## config.mk

```make
export PLATFORM = sky130hd
export DESIGN_NAME = seg_pattern_gen
export DESIGN_NICKNAME = d
export VERILOG_FILES = /design/src/rtl/seg_pkg.sv /design/src/rtl/seg_lfsr8.sv /design/src/rtl/seg_pattern_gen.sv
export SDC_FILE = /design/constraint.sdc
export NUM_CORES = 1
export LEC_CHECK = 0
export ABC_AREA = 1
export CELL_PAD_IN_SITES_DETAIL_PLACEMENT = 1
export CELL_PAD_IN_SITES_GLOBAL_PLACEMENT = 1
export CORE_ASPECT_RATIO = 0.9
export CORE_MARGIN = 2
export CORE_UTILIZATION = 35
export CTS_CLUSTER_DIAMETER = 50
export DETAILED_ROUTE_END_ITERATION = 8
export DONT_BUFFER_PORTS = 1
export PLACE_DENSITY_LB_ADDON = 0.1
export SYNTH_ARGS = -nofsm -noshare
export SYNTH_HDL_FRONTEND = slang
export SYNTH_HIERARCHICAL = 1
export SYNTH_SLANG_ARGS = --single-unit
```

## constraint.sdc

```tcl
create_clock -name clk -period 3 [get_ports clk]
set_input_delay 0.6 -clock clk [delete_from_list [all_inputs] [get_ports clk]]
set_output_delay 0.6 -clock clk [all_outputs]
set_load 0.02 [all_outputs]
```

## src/rtl/seg_pkg.sv

```systemverilog
// Shared definitions for the segment stimulus blocks: FSM states, digit-to-segment LUT, LFSR taps.
// Latency: n/a (package only).
// Backpressure: n/a (package only).
package seg_pkg;

    typedef enum logic [0:0] {
        ST_IDLE = 1'b0,
        ST_HOLD = 1'b1
    } seg_state_e;

    // Fibonacci taps for x^8+x^6+x^5+x^4+1 on a left-shifting register:
    // feedback = s[7]^s[5]^s[4]^s[3].
    localparam logic [7:0] LFSR_TAPS = 8'b1011_1000;

    localparam logic [6:0] SEG_BLANK = 7'h00;

    // Pattern bit order is gfedcba (bit0 = segment a). Non-decimal codes blank the display.
    function automatic logic [6:0] seg_lut(input logic [3:0] digit);
        logic [6:0] pat;
        case (digit)
            4'd0:    pat = 7'h3F;
            4'd1:    pat = 7'h06;
            4'd2:    pat = 7'h5B;
            4'd3:    pat = 7'h4F;
            4'd4:    pat = 7'h66;
            4'd5:    pat = 7'h6D;
            4'd6:    pat = 7'h7D;
            4'd7:    pat = 7'h07;
            4'd8:    pat = 7'h7F;
            4'd9:    pat = 7'h6F;
            default: pat = SEG_BLANK;
        endcase
        return pat;
    endfunction

endpackage

```

## src/rtl/seg_lfsr8.sv

```systemverilog
// 8-bit Fibonacci LFSR (x^8+x^6+x^5+x^4+1), one shift per enabled cycle.
// Latency: state reflects the shift one cycle after en.
// Backpressure: none; en=0 freezes the sequence.
// Ports: clk, rst_n (async active-low, loads SEED), en (shift enable), state (current value).
module seg_lfsr8
    import seg_pkg::*;
#(
    parameter logic [7:0] SEED = 8'hA5
) (
    input  logic       clk,
    input  logic       rst_n,
    input  logic       en,
    output logic [7:0] state
);

    logic [7:0] r_state;
    logic       w_fb;

    assign w_fb = ^(r_state & LFSR_TAPS);

    always_ff @(posedge clk or negedge rst_n) begin
        if (!rst_n) begin
            r_state <= SEED;
        end else if (en) begin
            r_state <= {r_state[6:0], w_fb};
        end
    end

    assign state = r_state;

endmodule

```

## src/rtl/seg_pattern_gen.sv

```systemverilog
// 7-segment digit pattern generator with labels and optional single-segment LFSR noise.
// Latency: 1 cycle from request transfer (or sweep step) to registered pattern + seg_valid pulse.
// Backpressure: in_ready low while a pattern is held (HOLD_CYCLES enabled cycles); ena=0 freezes everything.
// Ports: clk/rst_n; ena; in_valid/in_ready/in_digit request; sweep_en; noise_en/noise_thresh;
//        seg_out/seg_valid/seg_digit/seg_noisy/err registered pattern outputs.
module seg_pattern_gen
    import seg_pkg::*;
#(
    parameter int unsigned HOLD_CYCLES = 1000,
    parameter logic [7:0]  LFSR_SEED   = 8'hA5
) (
    input  logic       clk,
    input  logic       rst_n,
    input  logic       ena,
    input  logic       in_valid,
    output logic       in_ready,
    input  logic [3:0] in_digit,
    input  logic       sweep_en,
    input  logic       noise_en,
    input  logic [7:0] noise_thresh,
    output logic [6:0] seg_out,
    output logic       seg_valid,
    output logic [3:0] seg_digit,
    output logic       seg_noisy,
    output logic       err
);

    localparam int unsigned   CW        = $clog2(HOLD_CYCLES);
    localparam logic [CW-1:0] CNT_LAST  = CW'(HOLD_CYCLES - 1);

    seg_state_e    r_state;
    logic [CW-1:0] r_hold_cnt;
    logic [6:0]    r_seg_out;
    logic          r_seg_valid;
    logic [3:0]    r_seg_digit;
    logic          r_seg_noisy;
    logic          r_err;

    logic [7:0]    w_lfsr;
    logic          w_idle;
    logic          w_accept;
    logic          w_sweep_start;
    logic          w_hold_end;
    logic          w_sweep_next;
    logic          w_load;
    logic [3:0]    w_next_digit;
    logic [3:0]    w_load_digit;
    logic          w_illegal;
    logic          w_flip;
    logic [2:0]    w_flip_idx;
    logic [6:0]    w_flip_mask;

    // Noise source; its value before this cycle's shift is what a load sees.
    seg_lfsr8 #(
        .SEED (LFSR_SEED)
    ) u_lfsr (
        .clk   (clk),
        .rst_n (rst_n),
        .en    (ena),
        .state (w_lfsr)
    );

    assign w_idle        = (r_state == ST_IDLE);
    assign in_ready      = ena & w_idle;
    assign w_accept      = in_valid & in_ready;
    // Explicit requests win over the autonomous sweep.
    assign w_sweep_start = ena & w_idle & ~in_valid & sweep_en;
    assign w_hold_end    = ena & (r_state == ST_HOLD) & (r_hold_cnt == CNT_LAST);
    assign w_sweep_next  = w_hold_end & sweep_en;
    assign w_load        = w_accept | w_sweep_start | w_sweep_next;

    // An illegal label (from a request) still restarts the sweep at 0.
    assign w_next_digit  = (r_seg_digit >= 4'd9) ? 4'd0 : r_seg_digit + 4'd1;
    assign w_load_digit  = w_accept      ? in_digit :
                           w_sweep_start ? 4'd0     : w_next_digit;
    assign w_illegal     = (w_load_digit > 4'd9);

    // Index 7 does not exist on a 7-segment pattern, so it folds onto segment a.
    assign w_flip        = noise_en & ~w_illegal & (w_lfsr < noise_thresh);
    assign w_flip_idx    = (w_lfsr[2:0] == 3'd7) ? 3'd0 : w_lfsr[2:0];
    assign w_flip_mask   = w_flip ? (7'd1 << w_flip_idx) : 7'd0;

    always_ff @(posedge clk or negedge rst_n) begin
        if (!rst_n) begin
            r_state    <= ST_IDLE;
            r_hold_cnt <= '0;
        end else if (ena) begin
            case (r_state)
                ST_IDLE: begin
                    if (w_accept || w_sweep_start) begin
                        r_state    <= ST_HOLD;
                        r_hold_cnt <= '0;
                    end
                end
                ST_HOLD: begin
                    if (r_hold_cnt == CNT_LAST) begin
                        r_hold_cnt <= '0;
                        if (!sweep_en) begin
                            r_state <= ST_IDLE;
                        end
                    end else begin
                        r_hold_cnt <= r_hold_cnt + CW'(1);
                    end
                end
                default: begin
                    r_state    <= ST_IDLE;
                    r_hold_cnt <= '0;
                end
            endcase
        end
    end

    always_ff @(posedge clk or negedge rst_n) begin
        if (!rst_n) begin
            r_seg_out   <= SEG_BLANK;
            r_seg_valid <= 1'b0;
            r_seg_digit <= 4'd0;
            r_seg_noisy <= 1'b0;
            r_err       <= 1'b0;
        end else begin
            // w_load already includes ena, so the pulse is also suppressed while frozen.
            r_seg_valid <= w_load;
            if (w_load) begin
                r_seg_out   <= seg_lut(w_load_digit) ^ w_flip_mask;
                r_seg_digit <= w_load_digit;
                r_seg_noisy <= w_flip;
                r_err       <= w_illegal;
            end
        end
    end

    assign seg_out   = r_seg_out;
    assign seg_valid = r_seg_valid;
    assign seg_digit = r_seg_digit;
    assign seg_noisy = r_seg_noisy;
    assign err       = r_err;

endmodule

```

* Yosys cells after proc, flatten, opt, wreduce, memory -nomap -nowiden
Memories as Yosys holds them, arrays and structs flattened.
Index checks and enable logic that the tools add are counted.
** Word-level totals
- Flip-flop bits (word level) :: 33
- Bits in latches :: 0
- Bits in writable memories :: 0
- Memory bits (read-only) :: 112
- Input port bits :: 18
- Output and inout port bits :: 15
- Word-level logic and storage cells :: 49
- Memories kept :: 1
** Memory list
- (name not given) :: words 16, bits a word 7, rd ports 1, clocked after memory_dff 0, wr ports 0, line seg_pkg.sv:20 : case (digit)
** Operators by class
- Add/subtract/negate cells :: 2
- Multipliers :: 0
- Div/mod/pow operators :: 0
- Order comparisons :: 3
- Equal/unequal tests :: 3
- Shifts and indexed selects :: 1
- Muxes and demuxes :: 13
- Bitwise operators :: 15
- Reductions and logical operators :: 3
** Operators with widths (number)
- 2-to-1 mux 10 bit :: 2
- one-hot mux 10 bit (2 select lines) :: 1
- 2-to-1 mux 7 bit :: 2
- 2-to-1 mux 4 bit :: 3
- adder 10 x 1 -> 10 bit (second input constant) :: 1
- == test 10 bit (second input constant) :: 1
- bitwise AND 1 bit :: 9
- < comparator 8 bit :: 1
- XOR reduction 8 bit :: 1
- << shifter 1 x 3 -> 7 bit (first input constant) :: 1
- bitwise XOR 7 bit :: 1
- adder 4 x 1 -> 4 bit (second input constant) :: 1
- greater-or-equal comparator 4 bit (second input constant) :: 1
- > comparator 4 bit (second input constant) :: 1
- == test 3 bit (second input constant) :: 1
- 2-to-1 mux 1 bit :: 3
- 2-to-1 mux 3 bit :: 1
- inverter 1 bit :: 3
- != test 2 x 1 -> 1 bit (second input constant) :: 1
- OR 1 bit :: 2
- one-hot mux 1 bit (2 select lines) :: 1
- AND reduction 2 bit :: 1
- logical OR 1 bit :: 1

* Logic depth before layout (Yosys ltp)
- Depth in word-level cells :: 12
- Depth in mapped cells :: 18
- Mapped depth without buffers :: 18

* Hierarchy
Netlist, hierarchy kept.
** Modules (own cells, without submodules)
- seg_pattern_gen :: instances 1, cells an instance 282, area an instance 2030.7 um2, seq. area each 625.6 um2
- seg_lfsr8 :: instances 1, cells an instance 46, area an instance 370.4 um2, seq. area each 205.2 um2

* Worst setup path before layout
OpenSTA, ideal clock, no wires.
- Kind :: reg-to-reg
- Start :: register r_seg_digit[1] (netlist: seg_digit[1])
- End :: register r_seg_out[6] (netlist: seg_out[6])
- Setup time :: 0.117 ns
- Data arrival time :: 2.169 ns
- Required time :: 2.883 ns
- Path slack :: 0.713 ns
- Cell stages (with the launch flop) :: 18
- Path buffers :: 0
- Clock period less this slack :: 2.287 ns
- Cell sequence :: dfrtp_1 > inv_1 > ha_1 > nor2_1 > nand2_1 > nand2_2 > nand2_1 > o22ai_1 > inv_1 > ha_1 > inv_1 > nand2_1 > nand3_2 > nand2_4 > nand3_1 > nand3_1 > nand3_1 > nand2_1
** Between the ends
- Cells in the longest elaborated chain, start to end :: 10
- Elaborated cells on any way between the ends :: 13
- Classes of those cells :: add/sub: 1; order compare: 2; mux: 5; bitwise: 4; memory: 1
** RTL lines
- start, declared :: line seg_pattern_gen.sv:35 : logic [3:0] r_seg_digit;
- start signal, assigned :: line seg_pattern_gen.sv:125 : r_seg_digit <= w_load_digit;
- greater-or-equal comparator 4 bit (*) :: line seg_pattern_gen.sv:73 : assign w_next_digit = (r_seg_digit >= 4'd9) ? 4'd0 : r_seg_digit + 4'd1;
- 2-to-1 mux 4 bit (*) :: line seg_pattern_gen.sv:73
- 2-to-1 mux 4 bit (*) :: line seg_pattern_gen.sv:75 : w_sweep_start ? 4'd0 : w_next_digit;
- 2-to-1 mux 4 bit (*) :: line seg_pattern_gen.sv:74 : assign w_load_digit = w_accept ? in_digit :
- net w_load_digit[0] :: line seg_pattern_gen.sv:47 : logic [3:0] w_load_digit;
- > comparator 4 bit :: line seg_pattern_gen.sv:76 : assign w_illegal = (w_load_digit > 4'd9);
- inverter 1 bit :: line seg_pattern_gen.sv:79 : assign w_flip = noise_en & ~w_illegal & (w_lfsr < noise_thresh);
- bitwise AND 1 bit (2 in a row) :: line seg_pattern_gen.sv:79
- 2-to-1 mux 7 bit :: line seg_pattern_gen.sv:81 : assign w_flip_mask = w_flip ? (7'd1 << w_flip_idx) : 7'd0;
- bitwise XOR 7 bit (*) :: line seg_pattern_gen.sv:124 : r_seg_out <= seg_lut(w_load_digit) ^ w_flip_mask;
- end signal, assigned :: line seg_pattern_gen.sv:124
- end, declared :: line seg_pattern_gen.sv:33 : logic [6:0] r_seg_out;
Mark *: on every way through the listed nets, which the timed path passes. The rest lies on a longest branch. The select of a mux whose other input is x is not followed.
A chain may end at the register's enable or synchronous reset.

* Final worst setup path
- Start :: register r_seg_digit[0] (netlist: seg_digit[0])
- End :: register r_seg_out[6] (netlist: seg_out[6])
** Between the ends
- Cells in the longest elaborated chain, start to end :: 10
- Elaborated cells on any way between the ends :: 13
- Classes of those cells :: add/sub: 1; order compare: 2; mux: 5; bitwise: 4; memory: 1
** RTL lines (line)
- adder 4 x 1 -> 4 bit or greater-or-equal comparator 4 bit (tied branches) :: seg_pattern_gen.sv:73
- 2-to-1 mux 4 bit (*) :: seg_pattern_gen.sv:73
- 2-to-1 mux 4 bit (*) :: seg_pattern_gen.sv:75
- 2-to-1 mux 4 bit (*) :: seg_pattern_gen.sv:74
- net w_load_digit[0] :: seg_pattern_gen.sv:47
- > comparator 4 bit :: seg_pattern_gen.sv:76
- inverter 1 bit :: seg_pattern_gen.sv:79
- bitwise AND 1 bit (2 in a row) :: seg_pattern_gen.sv:79
- 2-to-1 mux 7 bit :: seg_pattern_gen.sv:81
- bitwise XOR 7 bit (*) :: seg_pattern_gen.sv:124
Marked as above.

==> metrics.md <==
| Metric | Value |
|---|---|
| CP Class | `flop to flop` |
| Detailed-route DRC error count | `0` |
| Synth Flop Type | `dfrtp_1` |
| Reg2Reg Capture Point | `seg_out[6]` |
| Worst r2r src | `seg_digit[0]` |
| Setup violations, final | `0` |
| Switching power | `around 1200 uW` |
| Worst-Margin Slew | `804 ps` |
| Power Density | `approximately 940 nW/um^2` |
| Synth Instances | `328` |
| Slew margin rel. | `0.463` |
| Worst Path Arrival | `approximately 2700 ps` |
| # IOs | `33` |
| Comb pwr share | `0.499` |
| Via density | `approximately 4.7` |
| Worst Setup EP | `seg_out[6]` |
| Tot Pwr | `about 2500 uW` |
| Total core area | `about 6600 sq um` |
| CP required | `approximately 3200 ps` |
| Final core occ | `0.398` |
| Fin. Hold Viols | `0` |
| Via Count | `between 2000 and 2500` |
| Synth cell types | `38` |
| Worst R2R Path Depth | `16` |
| Initial core utilization | `0.363` |
| Register area share after synthesis | `0.346` |
| Worst setup SP type | `flop` |
| Class of the worst hold path | `primary input to asynchronous set/reset pin` |
| Multi-input logic area | `around 1300 sq um` |
| Max H-tree Level | `2` |
| R2r setup slk | `around 450 ps` |
| Int Pwr | `1240 uW` |
| Die area | `7540 sq um` |
| Max VDD drop | `between 0.3 and 0.4 mV` |
| Number of global-route vias before repair | `roughly 2000` |
| # fillers | `around 840` |
| Clock buffer depth | `2` |
| Share of cells above drive strength 1 | `0.131` |
| Clock latency on the worst-skew pair | `around 280 ps` |
| Clock share of power | `0.144` |
| Antenna diode count | `0` |
| Antenna viol nets, final | `0` |
| Critical path fanouts, max | `9` |
| Port Buf Inserts | `0` |
| Pre-antenna DRT Iters | `4` |
| Register bit total from synthesis | `33` |
| Final WS setup | `446 ps` |
| Final nets | `about 370` |
| Num CTS Buffers | `5` |
| RD Place Congestion | `0.766` |
| 1st-iter DRT viols | `slightly above 70` |
| Area delta synth->final | `9.64%` |
| Async SR Flop Fraction | `1.00` |
| Sequential share of power | `0.357` |
| Row cnt | `28` |
| Routed length per instance | `roughly 14 um` |
| GRT Total Usage | `0.165` |
| Max-Cap Viols | `0` |
| Initial antenna violation count | `0` |
| Post_cts resized | `0` |
| Worst-path clk slew | `approximately 70 ps` |
| Mean Syn Cell Area | `about 7.3 sq um` |
| Mapped Nets | `363` |
| Sw Share | `0.497` |
| Final period utilization | `0.851` |
| CP Launch Point | `seg_digit[0]` |
| Setup_tns | `0 ps` |
| Syn. warnings | `6` |
| Final WL | `slightly below 6 mm` |
| Register area | `831 sq um` |
| Static leakage | `around 0.0014 uW` |
| Clk root buf | `clkbuf_8` |
| First-pass GRT wire length | `9.78 mm` |
| Min cycle time layout | `around 2600 ps` |
| Slew Limit Fails | `0` |
| Height of the chip | `82.6 um` |
| Pre-CTS WS | `450 ps` |
| Status | `complete, no violations` |
| Largest net degree at the start of global routing | `23` |
| Mapped Area | `~2400 sq um` |
| Max Freq | `between 300 and 400 MHz` |
| CTS Sinks | `33` |
| Worst Setup End Kind | `flop` |
| Grt total ovfl | `0` |
| Die width | `slightly above 90 um` |
| CTS tree | `built` |
| RSZ-0062 raised after global routing | `no` |
| Number of synthesized flops with an enable pin | `0` |
| Clk_skew | `roughly 6.5 ps` |
| Worst hold margin | `between 100 and 150 ps` |
| Post-DP HPWL | `4.40 mm` |
worst min-delay path by stage:
stage               startpoint              end  slack [ps]  cells after the start
floorplan                rst_n              err         300                      0
global placement         rst_n  u_lfsr/state[3]         310                      0
detailed placement       rst_n  u_lfsr/state[3]         310                      0
CTS                      rst_n    r_hold_cnt[8]         120                      1
global route             rst_n    r_hold_cnt[8]         120                      1
finish                   rst_n    r_hold_cnt[8]         120                      1
flip-flops by register name, indices dropped and copies added, names as in the netlist:
signal	count
seg_out	7
u_lfsr/state	8
r_state	1
r_hold_cnt	10
seg_digit	4
seg_noisy	1
seg_valid	1
err	1
power groups by stage:
stage	combinational, uW	clock [uW]	sequential (uW)
after floorplan	972	0	855
after global placement	1220	0	889
after detailed placement	1240	0	891
after CTS	1250	371	887
after global routing	1430	383	916
final	1230	356	884
synthesized netlist by cell type, drive strengths merged (2+ instances only):
| master | number | area, sq um |
|---|---|---|
| nand2 | 107 | 464 |
| inv | 59 | 231 |
| nand3 | 35 | 198 |
| dfrtp | 29 | 726 |
| o21ai | 26 | 130 |
| ha | 17 | 213 |
| nor2 | 15 | 82.6 |
| nor3 | 6 | 30.0 |
| o22ai | 5 | 31.3 |
| dfstp | 4 | 105 |
| nand4 | 4 | 25.0 |
| a21oi | 3 | 26.3 |
| clkinv | 3 | 25.0 |
| nand3b | 3 | 22.5 |
| a31oi | 2 | 12.5 |
| buf | 2 | 12.5 |
| clkbuf | 2 | 17.5 |
| xor2 | 2 | 17.5 |
metrics by stage:
stage / area [sq um] / cells
after floorplan: 2400 / 328
after global placement: 2510 / 417
after CTS: 2630 / 427
after global routing: 2630 / 427
after detailed placement: 2510 / 417
final: 2630 / 427
layout make-up:
| class | instances | area share |
|---|---|---|
| Multi-Input combinational cell | 229 | 0.490 |
| Sequential cell | 33 | 0.316 |
| Inverter | 62 | 0.0974 |
| Tap cell | 90 | 0.0428 |
| Clock buffer | 8 | 0.0342 |
| Timing Repair Buffer | 5 | 0.0200 |
metal layers:
metal	share of wire	global-route usage	vias to the layer above
met5	0	0	-
met4	0.0098	0.0455	0
met3	0.027	0.0354	5
met2	0.43	0.264	23
met1	0.53	0.228	937
li1	-	-	1056
cells in the final DEF, fill, tap and decap left out, drive strengths merged, types with 4 or more instances in the layout:
master  instances
o21ai          26
buf             4
dfstp           4
ha             17
nor2           15
nand4           4
dfrtp          29
nand2         107
nor3            6
o22ai           5
nand3          35
inv            59
clkbuf          8
timing repair:
item / 4_1_cts / 5_1_grt
hold endpoints to repair: 22 / 0
hold buffers: 2 / 0
setup buffers: 0 / 0
critical path, cell delays in order, from the launching register on:
cell and delay, ps:
dfrtp_1 550, ha_1 280, nor2_1 110, nand2_1 70, nand2_2 100, nand2_1 90
o22ai_1 240, inv_1 170, ha_1 220, inv_1 60, nand2_1 60, nand3_2 90
nand2_4 90, nand3_1 120, nand3_1 70, nand3_1 80, nand2_1 50
kinds of logic after synthesis:
family                     synth area share
and+or+nand+nor                       0.345
AOI/OAI and AO/OA                    0.0896
DFF                                   0.346
buffers and inverters                 0.119
adders and majority gates            0.0886
xor gates and xnor gates             0.0109
No activity file was read; power rests on OpenSTA's default activity.
